## src/rtl/serial_adder_pkg.sv

```systemverilog
// serial_adder_pkg: shared state type and counter-width helper for the bit-serial adder
package serial_adder_pkg;
    typedef enum logic [1:0] {IDLE, RUN, DONE} sa_state_t;
    function automatic int cnt_width(input int width);
        return $clog2(width + 1);
    endfunction
endpackage

```

## src/rtl/serial_adder_full_adder.sv

```systemverilog
// full_adder: single-bit full adder cell
module full_adder (
    input  logic a,
    input  logic b,
    input  logic cin,
    output logic sum,
    output logic carry
);
    assign sum   = a ^ b ^ cin;
    assign carry = (a & b) | (cin & (a ^ b));
endmodule

```

## src/rtl/serial_adder.sv

```systemverilog
// serial_adder: LSB-first bit-serial adder around one full_adder with valid/ready on both sides
module serial_adder
    import serial_adder_pkg::*;
#(
    parameter int WIDTH = 8
) (
    input  logic             clk,
    input  logic             rst,
    input  logic             in_valid,
    output logic             in_ready,
    input  logic [WIDTH-1:0] a,
    input  logic [WIDTH-1:0] b,
    input  logic             cin,
    output logic             out_valid,
    input  logic             out_ready,
    output logic [WIDTH-1:0] sum,
    output logic             cout,
    output logic             busy
);
    localparam int CW = cnt_width(WIDTH);
    sa_state_t state, state_nx;
    logic [WIDTH-1:0] a_sr, b_sr, sum_sr;
    logic [CW-1:0] cnt;
    logic carry, fa_sum, fa_carry, last;
    full_adder u_fa (
        .a(a_sr[0]),
        .b(b_sr[0]),
        .cin(carry),
        .sum(fa_sum),
        .carry(fa_carry)
    );
    assign last = cnt == CW'(WIDTH - 1);
    always_comb begin
        state_nx  = (state == IDLE && in_valid) ? RUN :
                    (state == RUN && last) ? DONE :
                    (state == DONE && out_ready) ? IDLE : state;
        in_ready  = state == IDLE;
        out_valid = state == DONE;
        busy      = state != IDLE;
        sum       = out_valid ? sum_sr : '0;
        cout      = out_valid ? carry : 1'b0;
    end
    always_ff @(posedge clk or posedge rst)
        if (rst) state <= IDLE;
        else     state <= state_nx;
    // Sum bits enter at the MSB so after WIDTH shifts the LSB lands in bit 0.
    always_ff @(posedge clk or posedge rst)
        if (rst) begin
            a_sr   <= '0;
            b_sr   <= '0;
            sum_sr <= '0;
            carry  <= 1'b0;
            cnt    <= '0;
        end else if (state == IDLE && in_valid) begin
            a_sr   <= a;
            b_sr   <= b;
            sum_sr <= '0;
            carry  <= cin;
            cnt    <= '0;
        end else if (state == RUN) begin
            a_sr   <= a_sr >> 1;
            b_sr   <= b_sr >> 1;
            sum_sr <= WIDTH'({fa_sum, sum_sr} >> 1);
            carry  <= fa_carry;
            cnt    <= cnt + 1'b1;
        end
endmodule

```

## config.mk

```make
export PLATFORM = sky130hd
export DESIGN_NAME = serial_adder
export DESIGN_NICKNAME = d
export VERILOG_FILES = /design/src/rtl/serial_adder_pkg.sv /design/src/rtl/serial_adder_full_adder.sv /design/src/rtl/serial_adder.sv
export SDC_FILE = /design/constraint.sdc
export NUM_CORES = 1
export LEC_CHECK = 0
export ABC_AREA = 1
export BUFFER_PORTS_ARGS = -buffer_cell sky130_fd_sc_hd__buf_2
export CORE_MARGIN = 2
export CORE_UTILIZATION = 54
export DETAILED_ROUTE_END_ITERATION = 10
export PLACE_DENSITY = 0.9
export SETUP_SLACK_MARGIN = 0.15
export SYNTH_ARGS = -nofsm -noshare
export SYNTH_HDL_FRONTEND = slang
export SYNTH_HIERARCHICAL = 1
export SYNTH_SLANG_ARGS = --single-unit
```

## constraint.sdc

```tcl
create_clock -name clk -period 2.02 [get_ports clk]
set_input_delay 0.505 -clock clk [delete_from_list [all_inputs] [get_ports clk]]
set_output_delay 0.505 -clock clk [all_outputs]
set_load 0.03 [all_outputs]
```

==> results of run 1 <==
==> worst min-delay path, stage by stage <==
cell and delay, ns:
buf_2 0.09, inv_1 0.04, buf_4 0.34
==> report_power, final <==
| part | internal [mW] | leakage [nW] | total (mW) | switching (mW) |
|---|---|---|---|---|
| clock | 0.135 | 0.0293 | 0.340 | 0.204 |
| sequential | 0.620 | 0.286 | 0.620 | 0 |
| combinational | 0.0150 | 0.660 | 0.0323 | 0.0173 |
| total | 0.770 | 0.975 | 0.992 | 0.222 |
==> state kept, by name (all words and copies together), names as in the netlist <==
name    cells
state       2
a_sr        8
b_sr        8
cnt         4
sum_sr      8
carry       1
==> per-stage QoR <==
stage	utilization [%]	hold slack, ns	power (mW)	worst slack, ns
global route	68.8	0.250	1.04	0.103
floorplan	-	0.442	0.642	0.102
detailed placement	64.9	0.459	0.666	0.472
global placement	64.9	0.454	0.665	0.502
CTS	66.9	0.238	1.00	0.159
finish	68.8	0.228	0.992	0.212
==> cells by family after synthesis <==
family / Yosys count / synth area share, %
and+or+nand+nor: 112 / 31.9
DFF: 31 / 53.5
buffers and inverters: 24 / 8.38
AOI/OAI and AO/OA: 10 / 3.97
adders and majority gates: 2 / 2.25
==> placed cells by master (no fill, tap or decap) <==
master / n
nand2_1: 81
dfrtp_1: 29
buf_2: 23
inv_1: 16
nand3_1: 15
buf_4: 15
nor2_1: 11
o21ai_0: 8
clkbuf_4: 5
inv_2: 3
nor2_4: 2
o21ai_2: 2
nand3b_1: 2
clkbuf_1: 2
dfrtp_2: 2
nor2_2: 1
ha_1: 1
clkinv_2: 1
fa_1: 1
==> cell type report <==
type | instances | share of cell area (%)
clock buffers | 7 | 2.62
repair buffers | 38 | 13.2
well taps | 30 | 2.18
multi-input cells | 124 | 32.2
flip-flops and latches | 31 | 45.3
inverters | 19 | 4.15
clock inverters | 1 | 0.291
==> metal layers <==
layer	track usage (%)	wire length, um
met3	7.67	137
met4	6.27	39
met1	26.8	1240
met5	0	0
met2	30.1	1180
==> repair_timing <==
action | CTS | global route
gates cloned | 0 | 0
setup endpoints to repair | 9 | 9
setup buffers | 0 | 3
hold buffers | 0 | 0
gates resized for setup | 1 | 19
==> worst max-delay path by stage <==
stage	depth (start not counted)	to	startpoint	slack (ns)
2_1_floorplan	4	cout	state[1]	0.10
3_3_place_gp	5	sum[6]	state[1]	0.50
3_5_place_dp	5	sum[0]	state[1]	0.47
4_1_cts	4	sum[0]	state[0]	0.16
5_1_grt	5	cout	state[1]	0.10
6_report	5	sum[5]	state[1]	0.21
==> results.toml, run 1 <==
[status]
status = "finished clean"

[critical_path]
critPathCaptureType = "primary output"
reg2reg_to = "b_sr[0]"
critical_path_buf_inv_count = 3
worstReg2RegStart = "state[1]"
crit_chain = "inv_1 > nor2_2 > inv_2 > nor2_1 > buf_4"
rr_worst_depth = 6
crit_path_max_incr_delay_ns = 0.42
required_ns = 1.51
cp_max_fo = 9
crit_path_top_delay_cell = "dfrtp_2"
cp-start-kind = "register"
crit_arrival_ns = 1.30
critPathKind = "reg2out"
reg2reg_slack_ns = 0.70
crit_family = "flip-flops"

[cells_and_area]
drive_above_1_share_pct = 24.5
nets = 242
antenna_cells = 0
stdcell_count = 250
multi_input_area_um2 = 554
n_fill_cell = 233
final_cell_area_um2 = 1720
area.growth.synth_to_final_pct = 18.7
regArea_um2 = 778

[clocking]
cts_buffer_depth = 2
clkLatencyLatePin_ns = 0.33
cts_tree = "done"
cts-buffers-inserted = 5
cts_root_buffer = "clkbuf_4"
path_clk_slew_ns = 0.10
cts_sinks = 31
h-tree-depth = 2

[synth]
synth.most_common_cell = "nand2_1"
synthDistinctLibCells = 14
yosysTopAreaCellShare_pct = 53.5
synth_flop_cell = "dfrtp_1"
synth_area_leaders = "dfrtp_1 54%, nand2_1 21%, nand3_1 5.2%, inv_1 4.1%, buf_6 3.1%"
synth_seq_cells = 31
synth_common_cells = "81 x nand2_1, 31 x dfrtp_1, 16 x inv_1, 15 x nand3_1, 12 x nor2_1"
syn_area_per_cell_um2 = 8.09
synth_edf_count = 0
ys_seq_area_share_pct = 53.5
async_reset_ff_share_pct = 100
synth_fp_nets = 202
ys_warn_count = 6
yosysTopAreaCell = "dfrtp_1"
syn_area_um2 = 1450
syn_inst = 179

[timing]
fin_worst_skew_ns = 0.00787
setup_viol_count_final = 0
relSlewSlack_pct = 74.9
tns_ns = 0
hold_viol_final = 0
rsz0062_at_grt = "yes"
finalMaxSlewViolations = 0
worst_pin_slew_ns = 0.377
max_freq_mhz = 553
period_minus_slack_ns = 1.81
timing.final.crit_share_pct = 89.5

[global_routing]
grt_max_degree = 32
grt_pass1_vias = 1105
grt-ovfl-total = 0
grt_util_all_layers_pct = 20.0
grt_pass1_wl_um = 4800
antenna_found_initial = 0

[power]
powerDensity_nw_per_um2 = 577
leakagePower_nw = 0.975
ir_drop_uv = 490

[floorplan]
die_width_um = 55.8
dieArea_um2 = 3110
ios = 33
core-area_um2 = 2500
floorplan.initialDensity_pct = 58.0
fp.dieH_um = 55.8
rows = 18

[flow_run]
cap_violations = 0

[place]
place_area_um2 = 1620
dpl.hpwl_um = 1760
place.port_buffers = 32
dp.cells = 239
gp_congestion = 0.755

[detailed_routing]
drtPass1Iterations = 4
vias = 1207
routed_wl_um = 2610
drt_drc_violations_left = 0
drt_iter0_drc = 38
vias_per_cell = 4.83
ant_nets = 0
routedWlPerCell_um = 10.4

[min_path]
hold_class = "in2async"
No activity file was read; power rests on OpenSTA's default activity.
==> run 2, diff against run 1 <==
--- a/config.mk
+++ b/config.mk
@@ -8,9 +8,9 @@
 export ABC_AREA = 1
 export BUFFER_PORTS_ARGS = -buffer_cell sky130_fd_sc_hd__buf_2
 export CORE_MARGIN = 2
-export CORE_UTILIZATION = 54
+export CORE_UTILIZATION = 30
 export DETAILED_ROUTE_END_ITERATION = 10
-export PLACE_DENSITY = 0.9
+export PLACE_DENSITY = 0.59
 export SETUP_SLACK_MARGIN = 0.15
 export SYNTH_ARGS = -nofsm -noshare
 export SYNTH_HDL_FRONTEND = slang
==> constraint.sdc (replaced) <==
create_clock -name clk -period 2.14 [get_ports clk]
set_input_delay 0.321 -clock clk [delete_from_list [all_inputs] [get_ports clk]]
set_output_delay 0.321 -clock clk [all_outputs]
set_load 0.03 [all_outputs]
==> results.toml, run 2 (same netlist as run 1, synthesis figures left out) <==
[detailed_routing]
drtPass1Iterations = 4
routedWlPerCell_um = 10.7
vias_per_cell = 4.37
drt_drc_violations_left = 0
routed_wl_um = 2890
drt_iter0_drc = 60
vias = 1183
ant_nets = 0

[cells_and_area]
utilization_pct = 37.3
area.growth.synth_to_final_pct = 20.7
final_cell_mix = "81 x nand2_1, 32 x buf_2, 31 x dfrtp_1"
antenna_cells = 0
regArea_um2 = 776
n_fill_cell = 517
layout_commonest_cell = "nand2_1"
largest_registers = "a_sr: 8 flops, b_sr: 8 flops, sum_sr: 8 flops"
drive_above_1_share_pct = 22.6
multi_input_area_um2 = 552
nets = 239

[global_routing]
grt_util_all_layers_pct = 12.4
grt_max_degree = 32
antenna_found_initial = 0
grt_pass1_vias = 1135
grt_pass1_wl_um = 5010
grt-ovfl-total = 0

[critical_path]
cp-start-kind = "register"
cp_max_fo = 9
critPathKind = "reg2out"
critPathCaptureType = "primary output"
crit_arrival_ns = 1.43
rr_worst_depth = 7
required_ns = 1.82

[place]
dpl.hpwl_um = 1930
place.port_buffers = 32
gp_congestion = 0.700

[status]
status = "finished clean"

[timing]
period_minus_slack_ns = 1.75
fin_worst_skew_ns = 0.00698
worst_pin_slew_ns = 0.401
tns_ns = 0
hold_viol_final = 0
relSlewSlack_pct = 73.3
finalMaxSlewViolations = 0
timing.final.crit_share_pct = 81.7
max_freq_mhz = 572
setup_viol_count_final = 0
rsz0062_at_grt = "no"
whs_ns = 0.109

[floorplan]
floorplan.initialDensity_pct = 30.9
fp.dieH_um = 73.5
die_width_um = 73.5
core-area_um2 = 4690
ios = 33
rows = 25
dieArea_um2 = 5400

[clocking]
cts_resized = 0
cts_buffer_depth = 2
h-tree-depth = 2
cts_root_buffer = "clkbuf_8"
cts_setup_buffers = 0
cts-buffers-inserted = 5
path_clk_slew_ns = 0.07
ctsHoldBuffers = 0
cts_sinks = 31
clkLatencyLatePin_ns = 0.29
cts_tree = "done"

[power]
powerDensity_nw_per_um2 = 643
ir_drop_uv = 392
p_int_uw = 893
seqPwrFrac_pct = 52.1
leakagePower_nw = 0.986
netSwitchingFraction_pct = 20.5
clkPwrFrac_pct = 45.1
combPwrFrac_pct = 2.8
switchingPower_uw = 231

[flow_run]
cap_violations = 0

[min_path]
hold_class = "in2async"
run 2: cell types whose count changed in the layout (fill, tap and decap cells not counted), moves of 2 or more:
cell / change
dfrtp_2: -2
clkbuf_4: -5
buf_2: +9
dfrtp_1: +2
buf_4: -12
clkbuf_8: +7
run 2: path summary, 6_finish.rpt:
check	from	end	slack, ns
max	state[1]	sum[7]	0.39
min in group clk	b[7]	b_sr[7]	0.23
min	rst	cnt[2]	0.11
min reg2reg	a_sr[7]	a_sr[7]	0.48
max reg2reg	state[0]	b_sr[5]	0.87
max in group asynchronous	rst	b_sr[2]	1.74
run 2: per-stage QoR:
step                      worst slack, ns  std cells  cell area, um2  power (mW)
after floorplan                     0.221        179            1450       0.606
after global placement              0.709        263            1650       0.629
after detailed placement            0.694        263            1650       0.629
after CTS                           0.368        271            1750        1.15
after global routing                0.244        271            1750        1.18
final                               0.392        271            1750        1.12
run 2: worst max-delay path, stage by stage, from the launching register on:
cell	delay (ns)
dfrtp_1	0.47
inv_1	0.10
nor2_1	0.14
inv_2	0.11
nor2_1	0.11
buf_2	0.21
run 2: power groups by stage:
| stage | logic (mW) | clock network (mW) | registers (mW) |
|---|---|---|---|
| 2_1_floorplan | 0.00893 | 0 | 0.597 |
| 3_3_place_gp | 0.0322 | 0 | 0.597 |
| 3_5_place_dp | 0.0323 | 0 | 0.597 |
| 4_1_cts | 0.0325 | 0.529 | 0.586 |
| 5_1_grt | 0.0364 | 0.553 | 0.585 |
| 6_report | 0.0312 | 0.507 | 0.586 |
run 2: routing by layer:
metal  share of wire [%]  up-vias  global-route usage [%]
met3                 5.5        6                    4.12
li1                    -      618                       -
met1                  47      530                    15.9
met4                 1.8        0                    5.45
met5                   0        -                       0
met2                  45       29                    18.9
run 2: area by class of cell:
class	count	area share, %
Clock buffer	8	5.72
Inverter	19	4.08
Multi-Input combinational cell	124	31.5
Sequential cell	31	44.3
Tap cell	54	3.86
Timing Repair Buffer	35	10.4
==> run 3, diff against run 2 <==
==> constraint.sdc (replaced) <==
create_clock -name clk -period 1.7 [get_ports clk]
set_input_delay 0.255 -clock clk [delete_from_list [all_inputs] [get_ports clk]]
set_output_delay 0.255 -clock clk [all_outputs]
set_load 0.03 [all_outputs]
==> results.toml, run 3 (same netlist as run 1, synthesis figures left out) <==
[place]
place.port_buffers = 32
gp_congestion = 0.676
dpl.hpwl_um = 1890

[detailed_routing]
vias_per_cell = 4.40
drt_drc_violations_left = 0
ant_nets = 0
routed_wl_um = 2780
drt_iter0_drc = 63
vias = 1202
routedWlPerCell_um = 10.2
drtPass1Iterations = 4

[floorplan]
core-area_um2 = 4690
floorplan.initialDensity_pct = 30.9
rows = 25
die_width_um = 73.5
dieArea_um2 = 5400
ios = 33
fp.dieH_um = 73.5

[timing]
rsz0062_at_grt = "yes"
whs_ns = 0.0355
timing.final.crit_share_pct = 86.8
worst_pin_slew_ns = 0.387
finalMaxSlewViolations = 0
setup_viol_count_final = 0
fin_worst_skew_ns = 0.00563
max_freq_mhz = 678
relSlewSlack_pct = 74.2
period_minus_slack_ns = 1.47
tns_ns = 0
hold_viol_final = 0

[global_routing]
grt-ovfl-total = 0
grt_pass1_vias = 1154
grt_util_all_layers_pct = 12.1
antenna_found_initial = 0
grt_pass1_wl_um = 4910
grt_max_degree = 32

[cells_and_area]
area.growth.synth_to_final_pct = 23.8
antenna_cells = 0
final_cell_mix = "81 x nand2_1, 29 x dfrtp_1, 24 x buf_2"
n_fill_cell = 499
drive_above_1_share_pct = 24.7
nets = 241
layout_commonest_cell = "nand2_1"
largest_registers = "a_sr: 8 flops, b_sr: 8 flops, sum_sr: 8 flops"

[clocking]
cts_tree = "done"
ctsHoldBuffers = 0
cts_buffer_depth = 2
h-tree-depth = 2
cts-buffers-inserted = 5
cts_sinks = 31
path_clk_slew_ns = 0.06
clkLatencyLatePin_ns = 0.29
cts_root_buffer = "clkbuf_8"

[critical_path]
crit_arrival_ns = 1.22
critPathKind = "reg2out"
cp-start-kind = "register"
critPathCaptureType = "primary output"
cp_max_fo = 9
required_ns = 1.44

[power]
powerDensity_nw_per_um2 = 785
ir_drop_uv = 379
leakagePower_nw = 0.992

[min_path]
hold_class = "in2async"

[status]
status = "finished clean"

[flow_run]
cap_violations = 0
==> run 3: cell types whose count changed in the layout (fill, tap and decap cells not counted) <==
cell	before	now
dfrtp_1	31	29
nor2_1	12	11
nor2_4	2	3
dfrtp_2	0	2
buf_2	32	24
buf_4	3	13
==> run 3: critical path: stages, from the launching register on <==
cell	delay (ns)
dfrtp_2	0.46
nor2_4	0.12
inv_2	0.08
nor2_1	0.08
buf_2	0.20
==> run 3: power breakdown <==
| group | switching, mW | internal, mW | leakage [nW] |
|---|---|---|---|
| Clock | 0.263 | 0.369 | 0.0515 |
| Combinational | 0.0208 | 0.0178 | 0.655 |
| Sequential | 0 | 0.738 | 0.286 |
==> run 3: worst paths after layout <==
path	depth (start not counted)	slack [ns]	start	to
setup reg to reg	6	0.35	state[0]	a_sr[5]
min in group clk	3	0.16	a[7]	a_sr[7]
setup / recovery	4	0.23	state[0]	sum[6]
hold / removal	3	0.04	rst	sum_sr[6]
max in group asynchronous	3	1.37	rst	state[1]
hold reg to reg	2	0.48	b_sr[5]	b_sr[5]
==> run 3: per-layer routing <==
layer / up-vias / part of all wire, % / wire length (um) / track usage, %
met5: - / 0 / 0 / 0
met4: 0 / 2.3 / 63 / 6.67
met3: 5 / 5.4 / 150 / 3.84
met2: 34 / 43 / 1210 / 19.0
met1: 541 / 49 / 1350 / 14.5
li1: 622 / - / - / -
==> run 3: metrics by stage <==
stage	setup WS [ns]	std cells	area, um2	util [%]	power (mW)
5_1_grt	0.142	273	1790	38.2	1.47
3_5_place_dp	0.397	263	1650	35.2	0.792
6_report	0.225	273	1790	38.2	1.41
2_1_floorplan	0.0325	179	1450	-	0.763
4_1_cts	0.152	271	1770	37.7	1.44
3_3_place_gp	0.424	263	1650	35.2	0.792
==> run 3: layout make-up <==
type | instances | area (um2) | area share, %
well taps | 54 | 67.6 | 3.77
inverters | 19 | 71.3 | 3.97
flip-flops and latches | 31 | 778 | 43.4
clock buffers | 8 | 100 | 5.58
repair buffers | 37 | 218 | 12.1
multi-input cells | 124 | 559 | 31.2
==> run 3: what timing repair did <==
| action | 4_1_cts | 5_1_grt |
|---|---|---|
| buffers inserted | 0 | 2 |
| gates resized for setup | 7 | 7 |
| pin swaps | 0 | 0 |
| setup endpoints to repair | 9 | 9 |
